`src/rtl/fifo_lvl.sv`:
```
// -----------------------------------------------------------------------------
// fifo_lvl : single-clock show-ahead FIFO with occupancy counter, static
//            almost-full / almost-empty thresholds, synchronous flush and
//            sticky overflow / underflow error flags.
//
// Ports
//   clk           rising-edge clock
//   rst_n         asynchronous active-low reset (pointers, count, error flags)
//   clr           synchronous flush, overrides wr/rd in the same cycle
//   wr, w_data    write request and data
//   rd            read request; pops the word currently shown on r_data
//   r_data        head-of-queue word (valid whenever empty is low)
//   empty, full   count == 0 / count == D
//   almost_empty  count <= AE_LVL
//   almost_full   count >= AF_LVL
//   count         occupancy 0..D
//   overflow      sticky: a write was dropped
//   underflow     sticky: a read hit an empty FIFO
// -----------------------------------------------------------------------------
module fifo_lvl #(
    parameter int B      = 8,
    parameter int W      = 4,
    parameter int AF_LVL = 2**W - 2,
    parameter int AE_LVL = 1
) (
    input  logic         clk,
    input  logic         rst_n,
    input  logic         clr,
    input  logic         wr,
    input  logic [B-1:0] w_data,
    input  logic         rd,
    output logic [B-1:0] r_data,
    output logic         empty,
    output logic         full,
    output logic         almost_empty,
    output logic         almost_full,
    output logic [W:0]   count,
    output logic         overflow,
    output logic         underflow
);

    localparam int         D       = 2**W;
    localparam logic [W:0] DEPTH_C = (W+1)'(D);
    localparam logic [W:0] AF_C    = (W+1)'(AF_LVL);
    localparam logic [W:0] AE_C    = (W+1)'(AE_LVL);
    localparam logic [W:0] ONE_C   = {{W{1'b0}}, 1'b1};

    logic [B-1:0] mem_r [D];
    logic [W-1:0] w_ptr_r;
    logic [W-1:0] r_ptr_r;
    logic [W:0]   count_r;
    logic         overflow_r;
    logic         underflow_r;

    logic         empty_s;
    logic         full_s;
    logic         rd_ok_s;
    logic         wr_ok_s;
    logic [W:0]   count_nxt_s;

    // Status decodes come from the registered count only, so they never glitch.
    assign empty_s = (count_r == {(W+1){1'b0}});
    assign full_s  = (count_r == DEPTH_C);

    // A full FIFO can still take a write when a read frees a slot on the same edge.
    assign rd_ok_s = rd & ~empty_s;
    assign wr_ok_s = wr & (~full_s | rd_ok_s);

    // Next occupancy from the accepted write/read pair.
    always_comb begin
        count_nxt_s = count_r;
        case ({wr_ok_s, rd_ok_s})
            2'b10:   count_nxt_s = count_r + ONE_C;
            2'b01:   count_nxt_s = count_r - ONE_C;
            default: count_nxt_s = count_r;
        endcase
    end

    // Pointers, count and sticky error flags; clr flushes ahead of any request.
    always_ff @(posedge clk or negedge rst_n) begin
        if (!rst_n) begin
            w_ptr_r     <= {W{1'b0}};
            r_ptr_r     <= {W{1'b0}};
            count_r     <= {(W+1){1'b0}};
            overflow_r  <= 1'b0;
            underflow_r <= 1'b0;
        end else if (clr) begin
            w_ptr_r     <= {W{1'b0}};
            r_ptr_r     <= {W{1'b0}};
            count_r     <= {(W+1){1'b0}};
            overflow_r  <= 1'b0;
            underflow_r <= 1'b0;
        end else begin
            if (wr_ok_s) begin
                w_ptr_r <= w_ptr_r + {{(W-1){1'b0}}, 1'b1};
            end else begin
                w_ptr_r <= w_ptr_r;
            end
            if (rd_ok_s) begin
                r_ptr_r <= r_ptr_r + {{(W-1){1'b0}}, 1'b1};
            end else begin
                r_ptr_r <= r_ptr_r;
            end
            count_r     <= count_nxt_s;
            overflow_r  <= overflow_r  | (wr & ~wr_ok_s);
            underflow_r <= underflow_r | (rd & empty_s);
        end
    end

    // Storage array: not reset, and a flushed write must not land in memory.
    always_ff @(posedge clk) begin
        if (wr_ok_s && !clr) begin
            mem_r[w_ptr_r] <= w_data;
        end
    end

    assign r_data       = mem_r[r_ptr_r];
    assign empty        = empty_s;
    assign full         = full_s;
    assign almost_empty = (count_r <= AE_C);
    assign almost_full  = (count_r >= AF_C);
    assign count        = count_r;
    assign overflow     = overflow_r;
    assign underflow    = underflow_r;

endmodule

```
`config.mk`:
```
export PLATFORM = sky130hd
export DESIGN_NAME = fifo_lvl
export DESIGN_NICKNAME = d
export VERILOG_FILES = /design/src/rtl/fifo_lvl.sv
export SDC_FILE = /design/constraint.sdc
export NUM_CORES = 1
export LEC_CHECK = 0
export ABC_AREA = 1
export CORE_MARGIN = 3
export CORE_UTILIZATION = 60
export CTS_BUF_LIST = sky130_fd_sc_hd__clkbuf_4
export CTS_CLUSTER_DIAMETER = 30
export DETAILED_ROUTE_END_ITERATION = 7
export PLACE_DENSITY = 0.92
export RECOVER_POWER = 50
export SETUP_SLACK_MARGIN = 0.5
export SYNTH_ARGS = -nofsm -noshare
export SYNTH_HDL_FRONTEND = slang
export SYNTH_SLANG_ARGS = --single-unit
export TNS_END_PERCENT = 1
```
`constraint.sdc`:
```
create_clock -name clk -period 2.85 [get_ports clk]
set_input_delay 0.4275 -clock clk [delete_from_list [all_inputs] [get_ports clk]]
set_output_delay 0.4275 -clock clk [all_outputs]
set_load 0.01 [all_outputs]
```
### Yosys cells after proc, flatten, opt, wreduce, memory -nomap -nowiden

Memories as Yosys holds them, arrays and structs flattened.
Cells that the tools add are included.
W data, S select, Z words.

| storage, ports and cells | value |
|---|---|
| bits in registers | 15 |
| RAM bits | 128 |
| bits of input ports | 13 |
| bits in latches | 0 |
| bits in read-only memories | 0 |
| memories | 1 |
| output and inout port bits | 19 |

| cells by class | value |
|---|---|
| muxes and demuxes | 10 |
| $mul | 0 |
| equal/unequal tests | 3 |
| add/subtract/negate cells | 4 |
| bitwise operators | 10 |
| shift-type cells | 0 |
| reductions and logical operators | 6 |
| magnitude comparators | 2 |
| div/mod/pow operators | 0 |

Memories:

| memory | words | bits a word | read ports | clocked after Yosys merged registers in | wr ports | line | source |
|---|---|---|---|---|---|---|---|
| mem_r | 16 | 8 | 1 | 0 | 1 | 48 | `logic [B-1:0] mem_r [D];` |

Operators by type and width:

| kind | count |
|---|---|
| $mux W4 | 4 |
| $pmux W5 S2 | 1 |
| $add A4 B1 Y4 const B | 2 |
| $add A5 B1 Y5 const B | 1 |
| $eq A5 B5 Y1 const B | 1 |
| $ge A5 B4 Y1 const B | 1 |
| $le A5 B1 Y1 const B | 1 |
| $logic_not A5 Y1 | 1 |
| $mux W5 | 1 |
| $sub A5 B1 Y5 const B | 1 |
| $and A1 B1 Y1 | 4 |
| $mux W1 | 4 |
| $reduce_bool A2 Y1 | 2 |
| $not A1 Y1 | 3 |
| $or A1 B1 Y1 | 3 |
| $reduce_bool A3 Y1 | 1 |
| $eq A2 B1 Y1 const B | 1 |
| $eq A2 B2 Y1 const B | 1 |
| $logic_and A1 B1 Y1 | 1 |
| $logic_not A1 Y1 | 1 |

### Logic depth before layout (Yosys ltp)

| logic depth | value |
|---|---|
| depth after elaboration | 9 |
| gate-level depth with buffers | 11 |
| mapped depth without buffers | 11 |

### Least setup slack after synthesis

Ideal clock, no wire load.

| timing path | value |
|---|---|
| path type | flip-flop to flip-flop |
| start | reg count_r[0], in the netlist count[0] |
| end | mem mem_r[1][0], enable pin |
| path buffers | 0 |
| library setup time | 0.383 ns |
| cell stages (with the launch flop) | 8 |
| setup slack | 0.669 ns |
| period minus slack after synthesis | 2.181 ns |
| arrival time | 1.798 ns |
| data required time | 2.467 ns |
| path through | dfrtp_1 > inv_1 > ha_1 > nand4_2 > nand2_4 > nor2_4 > inv_2 > nor3_1 |

| between the ends | value |
|---|---|
| word-level cells in the longest chain between the ends | 8 |
| elaborated cells between the ends (all ways) | 10 |

RTL lines:

| what | line | source |
|---|---|---|
| start, declared | 51 | `logic [W:0] count_r;` |
| start signal, assigned | 84 | `count_r <= {(W+1){1'b0}};` |
| start signal, assigned | 90 | `count_r <= {(W+1){1'b0}};` |
| start signal, assigned | 104 | `count_r <= count_nxt_s;` |
| $logic_not A5 Y1 | 62 | `assign empty_s = (count_r == {(W+1){1'b0}});` |
| $not A1 Y1 | 66 | `assign rd_ok_s = rd & ~empty_s;` |
| $and A1 B1 Y1 | 66 |  |
| $or A1 B1 Y1 (*) | 67 | `assign wr_ok_s = wr & (~full_s \| rd_ok_s);` |
| $and A1 B1 Y1 (*) | 67 |  |
| $logic_and A1 B1 Y1 (*) | 112 | `if (wr_ok_s && !clr) begin` |
| $mux W1 (*) | 112 |  |
| $mux W1 (implied by the code) (*) | 113 | `mem_r[w_ptr_r] <= w_data;` |
| end, declared | 48 |  |

Mark *: on every way between the ends. The rest lies on a longest branch, timed or not.

### Worst setup path after layout

| timing path | value |
|---|---|
| start | reg r_ptr_r[0] |
| end | out r_data[2] |

| between the ends | value |
|---|---|
| word-level cells in the longest chain between the ends | 1 |

RTL lines:

| what | line | source |
|---|---|---|
| start, declared | 50 | `logic [W-1:0] r_ptr_r;` |
| start signal, assigned | 83 | `r_ptr_r <= {W{1'b0}};` |
| start signal, assigned | 89 | `r_ptr_r <= {W{1'b0}};` |
| start signal, assigned | 100 | `r_ptr_r <= r_ptr_r + {{(W-1){1'b0}}, 1'b1};` |
| $mem_v2 Z16 W8 | n/a |  |
| end, declared | 32 | `output logic [B-1:0] r_data,` |

No other way between the ends.

==> results.ini <==
[outcome]
status=finished, final reports clean

[synthesis]
synth-compound-area-share_pct=10.9
syn_inst=541
synthAdderAreaFrac_pct=2.00
syn-num-nets=564
synth_area_sq_um=6260
yosys.area_share.simple_pct=14.6
synth_ff_type=edfxtp_1
synth_seq_cells=143
async_flop_share_pct=10.5
synth_edf_count=128
synth_top_family_by_area=simple AND/OR/NAND/NOR gates
synth-xor-area-share_pct=0.420
synth_area_per_cell_sq_um=11.6
yosys_warnings=0
synth-seq-area-share_pct=67.4
synthMuxAreaShare_pct=0
synthDistinctLibCells=32

[floorplan]
die_y_um=108
fp.dieW_um=108
rows=36
initial_core_util_pct=62.8
dieArea_sq_um=11700
fp.coreArea_sq_um=9950
ios=32

[power]
ir_drop_v=0.000436
p_leak_nw=2.61
finalPower_mw=4.85
p_per_area_nw_per_um2=679

[clocking]
cts_root_buffer=clkbuf_4
htree_levels=4
cts_buffers=17
ctsHoldBuffers=0
clk_pin_slew_ns=0.13
cts_tree=done
insertion_delay_ns=0.53
clock_sinks=143
clk_path_buf_depth=2

[grt]
grt.busiest_layer=met2
met3_usage_pct=6.27
grt.met2_usage_pct=41.9
track_usage_pct=26.5
overflow=0
grt_max_degree=68
met1_usage_pct=36.0
antenna_found_initial=0
grt_pass1_vias=4428
grt_pass1_wl_um=23200

[place]
placed_area_sq_um=6800
port-buffer-count=31
gp_congestion=0.924
pre_cts_ws_ns=0.420
dp_hpwl_um=9060

[worst_setup_path]
crit_slowest_cell=dfrtp_2
worstPathRequired_ns=2.42
cp_data_arrival_time_ns=2.17
critPathKind=reg -> out
path_delay_family=buffers and inverters
cp_slowest_stage_delay_ns=0.45
crit_path_cell_trace=buf_12, inv_12, buf_4, nor2_1, nor2_1, o21ai_0, o211ai_1, nand3_1, nand2_1, buf_2
cp_num_buf_inv=4
timing.critical_path.mode_cell=nor2_1
cp-end-kind=output port
crit_fanout=10
startpoint_type=flop

[sta]
finalHoldViolCount=0
setup_viol=0
worst_slew_pin_slew_ns=0.706
drv_slew=0
final.setup_skew_ns=0.0225
rsz0062_at_grt=yes
fin_ws_ns=0.253
fin_setup_tns_ns=0
relSlewSlack_pct=52.8
max_freq_mhz=385
period_needed_ns=2.60
fin_crit_sh_pct=91.1

[cells_and_area]
antenna_cells=0
fin_area_sq_um=7140
nets=619
multi_input_area_sq_um=1720
register_area_sq_um=4220
areaGrowthSynthToFinish_pct=14.1
drive_gt1_share_pct=15.8
nFillCells=608

[detailed_routing]
drtIter0Drc=497
post_drt_wl_per_cell_um=19.8
dr_total_vias=4484
drtAntennaViolNets=0
wirelength_um=14700
drtPass1Iterations=8
viasPerCell=6.05
drc=0

[flow_run]
drv_cap=0

[hold_path]
hold_class=in -> async

[per-stage QoR]
step,utilization [%],hold slack (ns),instances
5_1_grt,71.7,0.397,741
3_5_place_dp,68.3,0.481,702
3_3_place_gp,68.3,0.484,702
6_report,71.7,0.383,741
4_1_cts,72.2,0.305,741
2_1_floorplan,-,0.132,541
[metal layers]
layer	up-vias	wire length, um	share of wire (%)
met5	-	0	0
met4	0	509	3.5
li1	2029	-	-
met1	2094	5500	37
met3	56	1550	11
met2	305	7150	49
[sequential cells by signal (all words and copies together), names as in the netlist]
| register | flops |
|---|---|
| overflow | 1 |
| count | 5 |
| w_ptr_r | 4 |
| underflow | 1 |
| mem_r | 128 |
| r_ptr_r | 4 |
[worst paths after layout]
path                                              from                     end  slack, ns  cells after the start
worst max-delay path            r_ptr_r[0]$_DFFE_PN0P_               r_data[2]       0.25                     10
worst min register to register     underflow$_DFF_PN0_     underflow$_DFF_PN0_       0.51                      1
max in group asynchronous                        rst_n    count[0]$_DFFE_PN0P_       1.98                      1
min in group clk                   underflow$_DFF_PN0_     underflow$_DFF_PN0_       0.51                      1
worst min-delay path                             rst_n  r_ptr_r[1]$_DFFE_PN0P_       0.38                      1
worst max register to register    count[2]$_DFFE_PN0P_  mem_r[11][7]$_DFFE_PP_       0.67                      7
[cells in the mapped netlist (5+ instances only)]
| library cell | n | share of area [%] |
|---|---|---|
| buf_4 | 6 | 0.72 |
| nor3_1 | 10 | 0.80 |
| buf_2 | 10 | 0.80 |
| o211ai_1 | 32 | 3.8 |
| nor2_4 | 5 | 0.90 |
| inv_1 | 30 | 1.8 |
| o21ai_0 | 67 | 5.4 |
| a21oi_1 | 16 | 1.3 |
| clkbuf_1 | 9 | 0.54 |
| ha_1 | 10 | 2.0 |
| nand3_1 | 28 | 2.2 |
| nor2_1 | 97 | 5.8 |
| edfxtp_1 | 128 | 61 |
| inv_2 | 5 | 0.30 |
| nand2_1 | 47 | 2.8 |
| nand2_4 | 5 | 0.90 |
| dfrtp_1 | 15 | 6.0 |
[placed cells by master (no fill, tap or decap), types with 2 or more instances in the layout]
| master | Yosys | final |
|---|---|---|
| buf_12 | 0 | 4 |
| nand2_1 | 47 | 49 |
| o211ai_1 | 32 | 32 |
| o21ai_1 | 2 | 7 |
| inv_2 | 5 | 3 |
| nor2_1 | 97 | 98 |
| buf_2 | 10 | 7 |
| inv_1 | 30 | 31 |
| clkinvlp_4 | 0 | 4 |
| inv_8 | 0 | 2 |
| edfxtp_1 | 128 | 128 |
| inv_6 | 0 | 6 |
| dlygate4sd3_1 | 0 | 9 |
| clkinv_1 | 3 | 2 |
| clkbuf_4 | 0 | 17 |
| xor2_1 | 2 | 2 |
| ha_1 | 10 | 10 |
| nand2_2 | 1 | 3 |
| dfrtp_2 | 0 | 4 |
| clkdlybuf4s50_1 | 0 | 12 |
| nand3_1 | 28 | 27 |
| nor2_2 | 2 | 2 |
| nor3_1 | 10 | 10 |
| nand4_1 | 1 | 2 |
| nor2_4 | 5 | 4 |
| dfrtp_1 | 15 | 11 |
| buf_4 | 6 | 26 |
| clkinv_4 | 0 | 2 |
| a21oi_2 | 0 | 3 |
| o21ai_0 | 67 | 62 |
| a21oi_1 | 16 | 13 |
[kinds of logic (layout without fill, tap and decap cells)]
kind of cell,count (synthesis),in the layout
AOI/OAI and AO/OA,119,119
xor gates and xnor gates,3,3
adders and majority gates,10,10
buffers and inverters,66,133
DFF,143,143
and+or+nand+nor,200,200
[final cells by class]
| class | instances | area share, % |
|---|---|---|
| Sequential cell | 143 | 59.2 |
| Tap cell | 133 | 2.33 |
| Timing Repair Buffer | 64 | 8.66 |
| Multi-Input combinational cell | 332 | 24.1 |
| Inverter | 38 | 2.19 |
| Clock buffer | 17 | 1.79 |
| Clock inverter | 14 | 1.72 |
[worst reg2reg max path, cell delays in order, from the launching register on]
cell and delay [ns]:
dfrtp_1 0.63, nor2_1 0.14, nand4_1 0.14, nand2_1 0.20
inv_1 0.14, nand2_1 0.16, nor3_1 0.23, buf_4 0.24
[report_power, final]
part / total (mW) / switching (mW) / internal [mW]
logic: 1.30 / 0.782 / 0.514
clock network: 1.16 / 0.789 / 0.369
registers: 2.39 / 0.0596 / 2.33
[timing repair]
action	in CTS	in global routing
setup buffers	6	0
pin swaps	11	4
cloned	2	0
gates resized for setup	51	8
endpoints found under the setup margin	12	12
Power figures use the tool's default switching activity.
